<file path="config.mk">
export PLATFORM = sky130hd
export DESIGN_NAME = netbus_tx_queue_flat
export DESIGN_NICKNAME = d
export VERILOG_FILES = /design/src/rtl/netbus_pkg.sv /design/src/rtl/netbus_tx_queue_if.sv /design/src/rtl/netbus_txq_ram.sv /design/src/rtl/netbus_tx_queue.sv /design/src/flat_wrapper.sv
export SDC_FILE = /design/constraint.sdc
export NUM_CORES = 1
export LEC_CHECK = 0
export ABC_AREA = 1
export CAP_MARGIN = 15
export CORE_AREA = 2 2 265 267
export DETAILED_ROUTE_END_ITERATION = 12
export DIE_AREA = 0 0 267 269
export PLACE_DENSITY = 0.73
export REMOVE_ABC_BUFFERS = 1
export SYNTH_ARGS = -nofsm -noshare
export SYNTH_HDL_FRONTEND = slang
export SYNTH_SLANG_ARGS = --single-unit
</file>
<file path="constraint.sdc">
create_clock -name i_clk -period 6.86 [get_ports i_clk]
set_input_delay 2.058 -clock i_clk [delete_from_list [all_inputs] [get_ports i_clk]]
set_output_delay 2.058 -clock i_clk [all_outputs]
set_load 0.005 [all_outputs]
</file>
<file path="src/rtl/netbus_pkg.sv">
// Shared NetBus definitions: word width helper and default queue depth.
package netbus_pkg;

    localparam int NETBUS_DEFAULT_DEPTH = 16;

    function automatic int netbus_word_w(input int data_width);
        return data_width * 9 + 14;
    endfunction

endpackage

</file>
<file path="src/rtl/netbus_tx_queue_if.sv">
// VALID/READY bus between the local frame source, the tx queue and the fan-out.
interface netbus_tx_queue_if #(
    parameter int W  = 50,
    parameter int LW = 5
);
    logic [W-1:0]  in_data;
    logic          in_valid;
    logic          in_ready;
    logic [W-1:0]  out_data;
    logic          out_valid;
    logic          out_ready;
    logic [LW-1:0] level;
    logic          stall_drop;

    modport master (
        output in_data, in_valid, out_ready,
        input  in_ready, out_data, out_valid, level, stall_drop
    );

    modport slave (
        input  in_data, in_valid, out_ready,
        output in_ready, out_data, out_valid, level, stall_drop
    );
endinterface

</file>
<file path="src/rtl/netbus_txq_ram.sv">
// Queue storage: synchronous write, asynchronous read for first-word fall-through.
module netbus_txq_ram #(
    parameter int W     = 50,
    parameter int DEPTH = 16,
    parameter int AW    = 4
) (
    input  logic          i_clk,
    input  logic          i_we,
    input  logic [AW-1:0] i_waddr,
    input  logic [W-1:0]  i_wdata,
    input  logic [AW-1:0] i_raddr,
    output logic [W-1:0]  o_rdata
);
    logic [W-1:0] r_mem [DEPTH];

    always_ff @(posedge i_clk) begin
        if (i_we) begin
            r_mem[i_waddr] <= i_wdata;
        end
    end

    assign o_rdata = r_mem[i_raddr];
endmodule

</file>
<file path="src/rtl/netbus_tx_queue.sv">
// Elastic tx queue in front of the NetBus fan-out.
// Define NETBUS_TXQ_TIMEOUT_EN to discard a head word stalled for TIMEOUT cycles.
module netbus_tx_queue
    import netbus_pkg::*;
#(
    parameter int DATA_WIDTH = 4,
    parameter int DEPTH      = NETBUS_DEFAULT_DEPTH,
    parameter int TIMEOUT    = 255
) (
    input  logic             i_clk,
    input  logic             i_rst,
    netbus_tx_queue_if.slave bus
);
    localparam int W  = netbus_word_w(DATA_WIDTH);
    localparam int AW = $clog2(DEPTH);
    localparam int LW = $clog2(DEPTH) + 1;
    localparam logic [LW-1:0] FULL_LEVEL = LW'(DEPTH);

    if (DEPTH < 2 || (DEPTH & (DEPTH - 1)) != 0) begin : g_bad_depth
        $error("netbus_tx_queue: DEPTH must be a power of two >= 2");
    end
    if (TIMEOUT < 1) begin : g_bad_timeout
        $error("netbus_tx_queue: TIMEOUT must be >= 1");
    end

    logic [AW-1:0] r_wr_ptr;
    logic [AW-1:0] r_rd_ptr;
    logic [LW-1:0] r_level;
    logic          w_in_ready;
    logic          w_out_valid;
    logic          w_wr;
    logic          w_rd;
    logic          w_drop;
    logic          w_pop;
    logic [W-1:0]  w_rdata;

    // Ready comes from registered level only, so a read never frees a slot in the same cycle.
    assign w_in_ready  = !i_rst && (r_level != FULL_LEVEL);
    assign w_out_valid = (r_level != '0);
    assign w_wr        = bus.in_valid && w_in_ready;
    assign w_rd        = w_out_valid && bus.out_ready;
    assign w_pop       = w_rd || w_drop;

    netbus_txq_ram #(
        .W     (W),
        .DEPTH (DEPTH),
        .AW    (AW)
    ) u_ram (
        .i_clk   (i_clk),
        .i_we    (w_wr),
        .i_waddr (r_wr_ptr),
        .i_wdata (bus.in_data),
        .i_raddr (r_rd_ptr),
        .o_rdata (w_rdata)
    );

    always_ff @(posedge i_clk) begin
        if (i_rst) begin
            r_wr_ptr <= '0;
            r_rd_ptr <= '0;
            r_level  <= '0;
        end else begin
            if (w_wr) begin
                r_wr_ptr <= r_wr_ptr + 1'b1;
            end
            if (w_pop) begin
                r_rd_ptr <= r_rd_ptr + 1'b1;
            end
            if (w_wr && !w_pop) begin
                r_level <= r_level + 1'b1;
            end else if (!w_wr && w_pop) begin
                r_level <= r_level - 1'b1;
            end
        end
    end

`ifdef NETBUS_TXQ_TIMEOUT_EN
    localparam int CW = $clog2(TIMEOUT + 1);
    logic [CW-1:0] r_stall_cnt;

    // Drop fires during the TIMEOUT-th consecutive stalled cycle of the current head.
    assign w_drop = w_out_valid && !bus.out_ready && (r_stall_cnt == CW'(TIMEOUT - 1));

    always_ff @(posedge i_clk) begin
        if (i_rst || !w_out_valid || w_rd || w_drop) begin
            r_stall_cnt <= '0;
        end else begin
            r_stall_cnt <= r_stall_cnt + 1'b1;
        end
    end
`else
    assign w_drop = 1'b0;
`endif

    assign bus.in_ready   = w_in_ready;
    assign bus.out_valid  = w_out_valid;
    assign bus.out_data   = w_rdata;
    assign bus.level      = r_level;
    assign bus.stall_drop = w_drop;
endmodule

</file>
<file path="src/flat_wrapper.sv">
// flat-port wrapper written by rule: the top's interface ports become plain ports
module netbus_tx_queue_flat import netbus_pkg::*;
#(
    parameter int DATA_WIDTH = 4,
    parameter int DEPTH      = NETBUS_DEFAULT_DEPTH,
    parameter int TIMEOUT    = 255
)
  (i_clk, i_rst, bus_in_data, bus_in_valid, bus_out_ready, bus_in_ready, bus_out_data, bus_out_valid, bus_level, bus_stall_drop);
  netbus_tx_queue_if #(.W((netbus_word_w(4))), .LW((5))) bus_i ();
  input  logic i_clk;
  input  logic i_rst;
  input wire logic [$bits(bus_i.in_data)-1:0] bus_in_data;
  input wire logic [$bits(bus_i.in_valid)-1:0] bus_in_valid;
  input wire logic [$bits(bus_i.out_ready)-1:0] bus_out_ready;
  output wire logic [$bits(bus_i.in_ready)-1:0] bus_in_ready;
  output wire logic [$bits(bus_i.out_data)-1:0] bus_out_data;
  output wire logic [$bits(bus_i.out_valid)-1:0] bus_out_valid;
  output wire logic [$bits(bus_i.level)-1:0] bus_level;
  output wire logic [$bits(bus_i.stall_drop)-1:0] bus_stall_drop;
  assign bus_i.in_data = bus_in_data;
  assign bus_i.in_valid = bus_in_valid;
  assign bus_i.out_ready = bus_out_ready;
  assign bus_in_ready = bus_i.in_ready;
  assign bus_out_data = bus_i.out_data;
  assign bus_out_valid = bus_i.out_valid;
  assign bus_level = bus_i.level;
  assign bus_stall_drop = bus_i.stall_drop;
  netbus_tx_queue #(.DATA_WIDTH(DATA_WIDTH), .DEPTH(DEPTH), .TIMEOUT(TIMEOUT)) u_core (.i_clk(i_clk), .i_rst(i_rst), .bus(bus_i));
endmodule
</file>
==> Word-level counts from Yosys, hierarchy flattened <==
Memory sizes are Yosys's and may differ from the RTL's. A register that Yosys moved wholly into a read port is not among the register bits.
Cells that the tools add are included.
{ "op_classes": {"add_sub_neg": 4, "n_eq_ne": 1, "n_mux": 6, "n_reduce_logical": 10} }
{ "op_table": {"columns": ["cell", "n"], "rows": [
  ["2-to-1 mux 5 bit", 2],
  ["adder 4 x 1 -> 4 bit, second input constant", 2],
  ["2-to-1 mux 4 bit", 2],
  ["adder 5 x 1 -> 5 bit, second input constant", 1],
  ["logical AND 1 bit", 5],
  ["inequality test 5 bit, second input constant", 1],
  ["nonzero test 5 bit", 1],
  ["subtractor 5 x 1 -> 5 bit, second input constant", 1],
  ["logical NOT 1 bit", 3],
  ["2-to-1 mux 1 bit", 2],
  ["nonzero test 2 bit", 1]
]} }
{ "totals": {"ff_bits": 13, "ramBits": 800, "in_bits": 54, "out_inout_bits": 58, "mem_count": 1} }
{ "memory_table": {"columns": ["name", "depth", "word_bits", "read_ports", "rd_clocked_by_memory_dff", "wr", "line", "text"], "rows": [
  ["u_core.u_ram.r_mem", 16, 50, 1, 1, 1, "netbus_txq_ram.sv:14", "logic [W-1:0] r_mem [DEPTH];"]
]} }

==> Logic depth before layout (Yosys ltp) <==
{ "depth": {"ltp_word": 7, "mapped_depth": 14, "mapped_depth_nobuf": 14} }

==> Hierarchy <==
From an unflattened synthesis, not the netlist that was laid out.
{ "hier_totals": {"hier_cells": 3360, "area_unflattened_um2": 35273.8} }
{ "by_module_without_submodules": {"columns": ["module", "n_inst", "cells_per_inst", "area_per_inst_um2"], "rows": [
  ["netbus_txq_ram", 1, 3246, 34458.0],
  ["netbus_tx_queue", 1, 114, 815.8]
]} }

==> Worst setup path before layout <==
Ideal clock, no wire load.
{ "synth_timing": {"path_kind": "input to register", "from": "input i_rst", "to": "memory u_core.u_ram.r_mem[0][0] (enable)", "setup_ns": 0.458, "t_arrival_ns": 4.795, "t_required_ns": 6.402, "path_slack_ns": 1.607, "cell_stages": 5, "cell_sequence": "inv_1 -> nand3_1 -> inv_1 -> nand2_1 -> nor2_1"} }
{ "synth_via": {"elab_chain_cells": 5} }
{ "synth_rtl": {"columns": ["item", "line", "text"], "rows": [
  ["from (decl)", "flat_wrapper.sv:11", "input logic i_rst;"],
  ["logical NOT 1 bit", "netbus_tx_queue.sv:38", "assign w_in_ready = !i_rst && (r_level != FULL_LEVEL);"],
  ["logical AND 1 bit", "netbus_tx_queue.sv:38", null],
  ["logical AND 1 bit", "netbus_tx_queue.sv:40", "assign w_wr = bus.in_valid && w_in_ready;"],
  ["via u_core.u_ram.i_we", "netbus_txq_ram.sv:8", "input logic i_we,"],
  ["2-to-1 mux 1 bit", "netbus_txq_ram.sv:17", "if (i_we) begin"],
  ["2-to-1 mux 1 bit (implied by the code)", "netbus_txq_ram.sv:18", "r_mem[i_waddr] <= i_wdata;"],
  ["to (decl)", "netbus_txq_ram.sv:14", null]
]} }
The timed path passes the listed nets, and every way through them passes these cells.

==> impl_metrics.yaml <==
synthesis:
  synth_compound_area_frac: 0.009636
  synth_top_cell_area_share: 0.7008
  muxShareOfSynthArea: 0
  synth.area.top_cells: "edfxtp_1, nand2_1, nand3_1"
  synthAdderAreaFrac: 0.003869
  synth_top_family_by_area: "simple AND/OR/NAND/NOR gates"
  synthXorXnorAreaFrac: 0.001022
  synthSimpleGateAreaFrac: 0.2171
  yosysTopAreaCell: "edfxtp_1"
  ys_types: 26
  syn_inst: 3114
  syn-cell-area_mm2: 0.03428
  yosysWarnings: 0
  synth.avg_cell_area_um2: 11.01
  ys_ff_latch: 817
  yosysSeqAreaShare: 0.7107
clock_network:
  clock-sinks: 817
  postCtsSetupBuffers: 0
  cts_root_buffer: "clkbuf_16"
  clk_pin_slew_worst_paths_ns: 0.06
  postCtsHoldBufs: 0
  cts_buffers: 83
  cts_tree: "yes"
  clk_path_buf_depth: 3
  htreeDepth: 3
  cts_resized: 0
  clk_latency_ns: 0.62
timing:
  setup_violations: 0
  post-route-min-period_ns: 5.942
  fin_skew_ns: 0.02256
  finalSetupTns_ns: 0
  finalMaxSlewViolations: 0
  hold_viol_final: 0
  relSlewSlack: 0.2367
  fmax_ghz: 0.1683
  fin_ws_ns: 0.9180
  post-route-period-util: 0.8662
  tightest_slew_ns: 1.145
  rsz0062_at_grt: "false"
floorplanning:
  core-area_mm2: 0.06930
  die_w_um: 267
  start_util: 0.4947
  ios: 112
  die_h_um: 269
  dieArea_mm2: 0.07182
  rows: 97
detailed_routing:
  drt-total-wl_um: 78310
  route.detailed.drc: 0
  routed-via-count: 21930
  wl_met3_um: 6079
  drt_pre_antenna_iters: 5
  topRoutingLayerUsed: "met5"
  met2_length_um: 38210
  drt_iter0_markers: 2087
  ant_nets: 0
  drt-met1-wl_um: 32300
  vias_per_cell: 5.244
  wl_per_cell_um: 18.73
critical_path:
  worstSetupPathType: "reg -> out"
  crit_family: "buffers and inverters"
  critPathSlowestCell: "dfxtp_4"
  cpMostUsedCell: "nand3_1"
  reg2reg_depth: 7
  cp.required_ns: 4.80
  cp_slowest_stage_delay_ns: 0.78
  crit_buf_inv: 3
  crit_arrival_ns: 3.88
  reg2reg_to: "u_core.u_ram.r_mem[12][17]"
  crit_chain: "buf_4 -> buf_4 -> nand3_1 -> nand3_1 -> nand3_1 -> nand2_1 -> clkdlybuf4s50_1"
  end_kind: "primary output"
  r2r_start: "u_core.bus.level[0]"
  rrSetupSlack_ns: 3.86
  cp-start-kind: "flip-flop"
  cp_max_fo: 48
cells_and_area:
  diodes: 0
  drive_gt1_frac: 0.07804
  final_common_cell: "nand2_1"
  final_nets: 3246
  most-common-layout-cells: "nand2_1, edfxtp_1, nand3_1"
  area_growth_pct: 13.59
grt:
  grt_pass1_wl_um: 119300
  grt_start_max_net_pins: 166
  grt_overflow_total: 0
  antenna_found_initial: 2
  gr-usage-all-layers: 0.2177
  grt_pass1_vias: 20890
place:
  place_ws_ns: 1.314
  gp_congestion: 0.7416
  port_buffers: 110
  dp_hpwl_um: 38260
run_status:
  status: "complete, no violations"
worst_hold_path:
  hold_path.class: "reg -> reg"
  hp-start: "u_core.r_rd_ptr[2]"
  holdPathStages: 2
power_and_ir_drop:
  cellLeakagePower_nw: 15.12
  vdd_ir_drop_max_mv: 0.2330
  powerDensity_mw_per_mm2: 336.4
run:
  drv_cap: 0
[worst min-delay path: cells and delay by family (launching register included)]
family          cells  cell delay (ns)
simple gates        1             0.06
compound gates      1             0.07
flops               1             0.32
[cell usage after synthesis]
cell type / n
clkbuf_1: 56
nor2_1: 176
conb_1: 1
buf_2: 63
and3_1: 1
nand2_1: 993
or2_1: 24
o21bai_1: 2
edfxtp_1: 800
buf_1: 21
xor2_1: 3
xnor2_1: 1
nand3_1: 480
o21ai_0: 45
fa_1: 1
buf_4: 16
o211ai_1: 10
inv_1: 301
nand4_1: 2
ha_1: 9
buf_6: 10
dfxtp_1: 17
or2_0: 6
inv_2: 2
or2_2: 71
a21oi_1: 3
[state kept, by name, indices dropped and copies added (netlist names), named ones only]
signal              count
u_core.bus.level        5
u_core.r_rd_ptr         4
u_core.r_wr_ptr         4
u_core.u_ram.r_mem    800
[metal layers]
| metal | global-route usage | vias to the layer above |
|---|---|---|
| met2 | 0.3654 | 834 |
| li1 | - | 10480 |
| met4 | 0.07060 | 4 |
| met3 | 0.03516 | 129 |
| met5 | 0 | - |
| met1 | 0.2921 | 10490 |
[cell families (layout without fill, tap and decap cells)]
family | after synthesis | count (layout)
flip-flops | 817 | 817
other | 1 | 1
AND/OR/NAND/NOR | 1753 | 1753
adder cells (fa/ha/maj) | 10 | 10
XOR/XNOR | 4 | 4
buffers and inverters | 469 | 597
AO/OA/AOI/OAI | 60 | 60
[final cells by class]
type                    count  area (µm²)
clock buffers              97        2172
well taps                 940        1176
fillers                  5443       30360
repair buffers            149        1531
multi-input cells        1828        8063
clock inverters            48       462.9
inverters                 303        1155
flip-flops and latches    817       24380
[metrics by stage]
step             util  std cells  total power, mW  cell area (µm²)  hold WS (ns)
2_1_floorplan       -       2948            7.938            33440        0.4675
3_3_place_gp   0.5239       4037            8.738            36300        0.5122
3_5_place_dp   0.5239       4037            8.795            36300        0.5046
4_1_cts        0.5619       4182            13.16            38940        0.5141
5_1_grt        0.5619       4182            13.72            38940        0.5508
6_report       0.5619       4182            13.10            38940        0.5106
[how the worst max path moves through the flow]
stage               cells after the start      start  slack, ns               end
floorplan                               6  flip-flop     -11.07  bus_out_data[14]
global placement                        5      i_rst       1.36      bus_in_ready
detailed placement                      5      i_rst       1.31      bus_in_ready
CTS                                     7  flip-flop       0.92  bus_out_data[26]
global route                            7  flip-flop       0.72  bus_out_data[26]
finish                                  7  flip-flop       0.92  bus_out_data[26]
[power breakdown]
| part | total [mW] | switching, mW | internal (mW) |
|---|---|---|---|
| logic | 2.99 | 1.87 | 1.12 |
| clock network | 4.41 | 1.84 | 2.57 |
| registers | 5.70 | 0.122 | 5.58 |
Note: power is estimated with default switching activity, not from simulation.
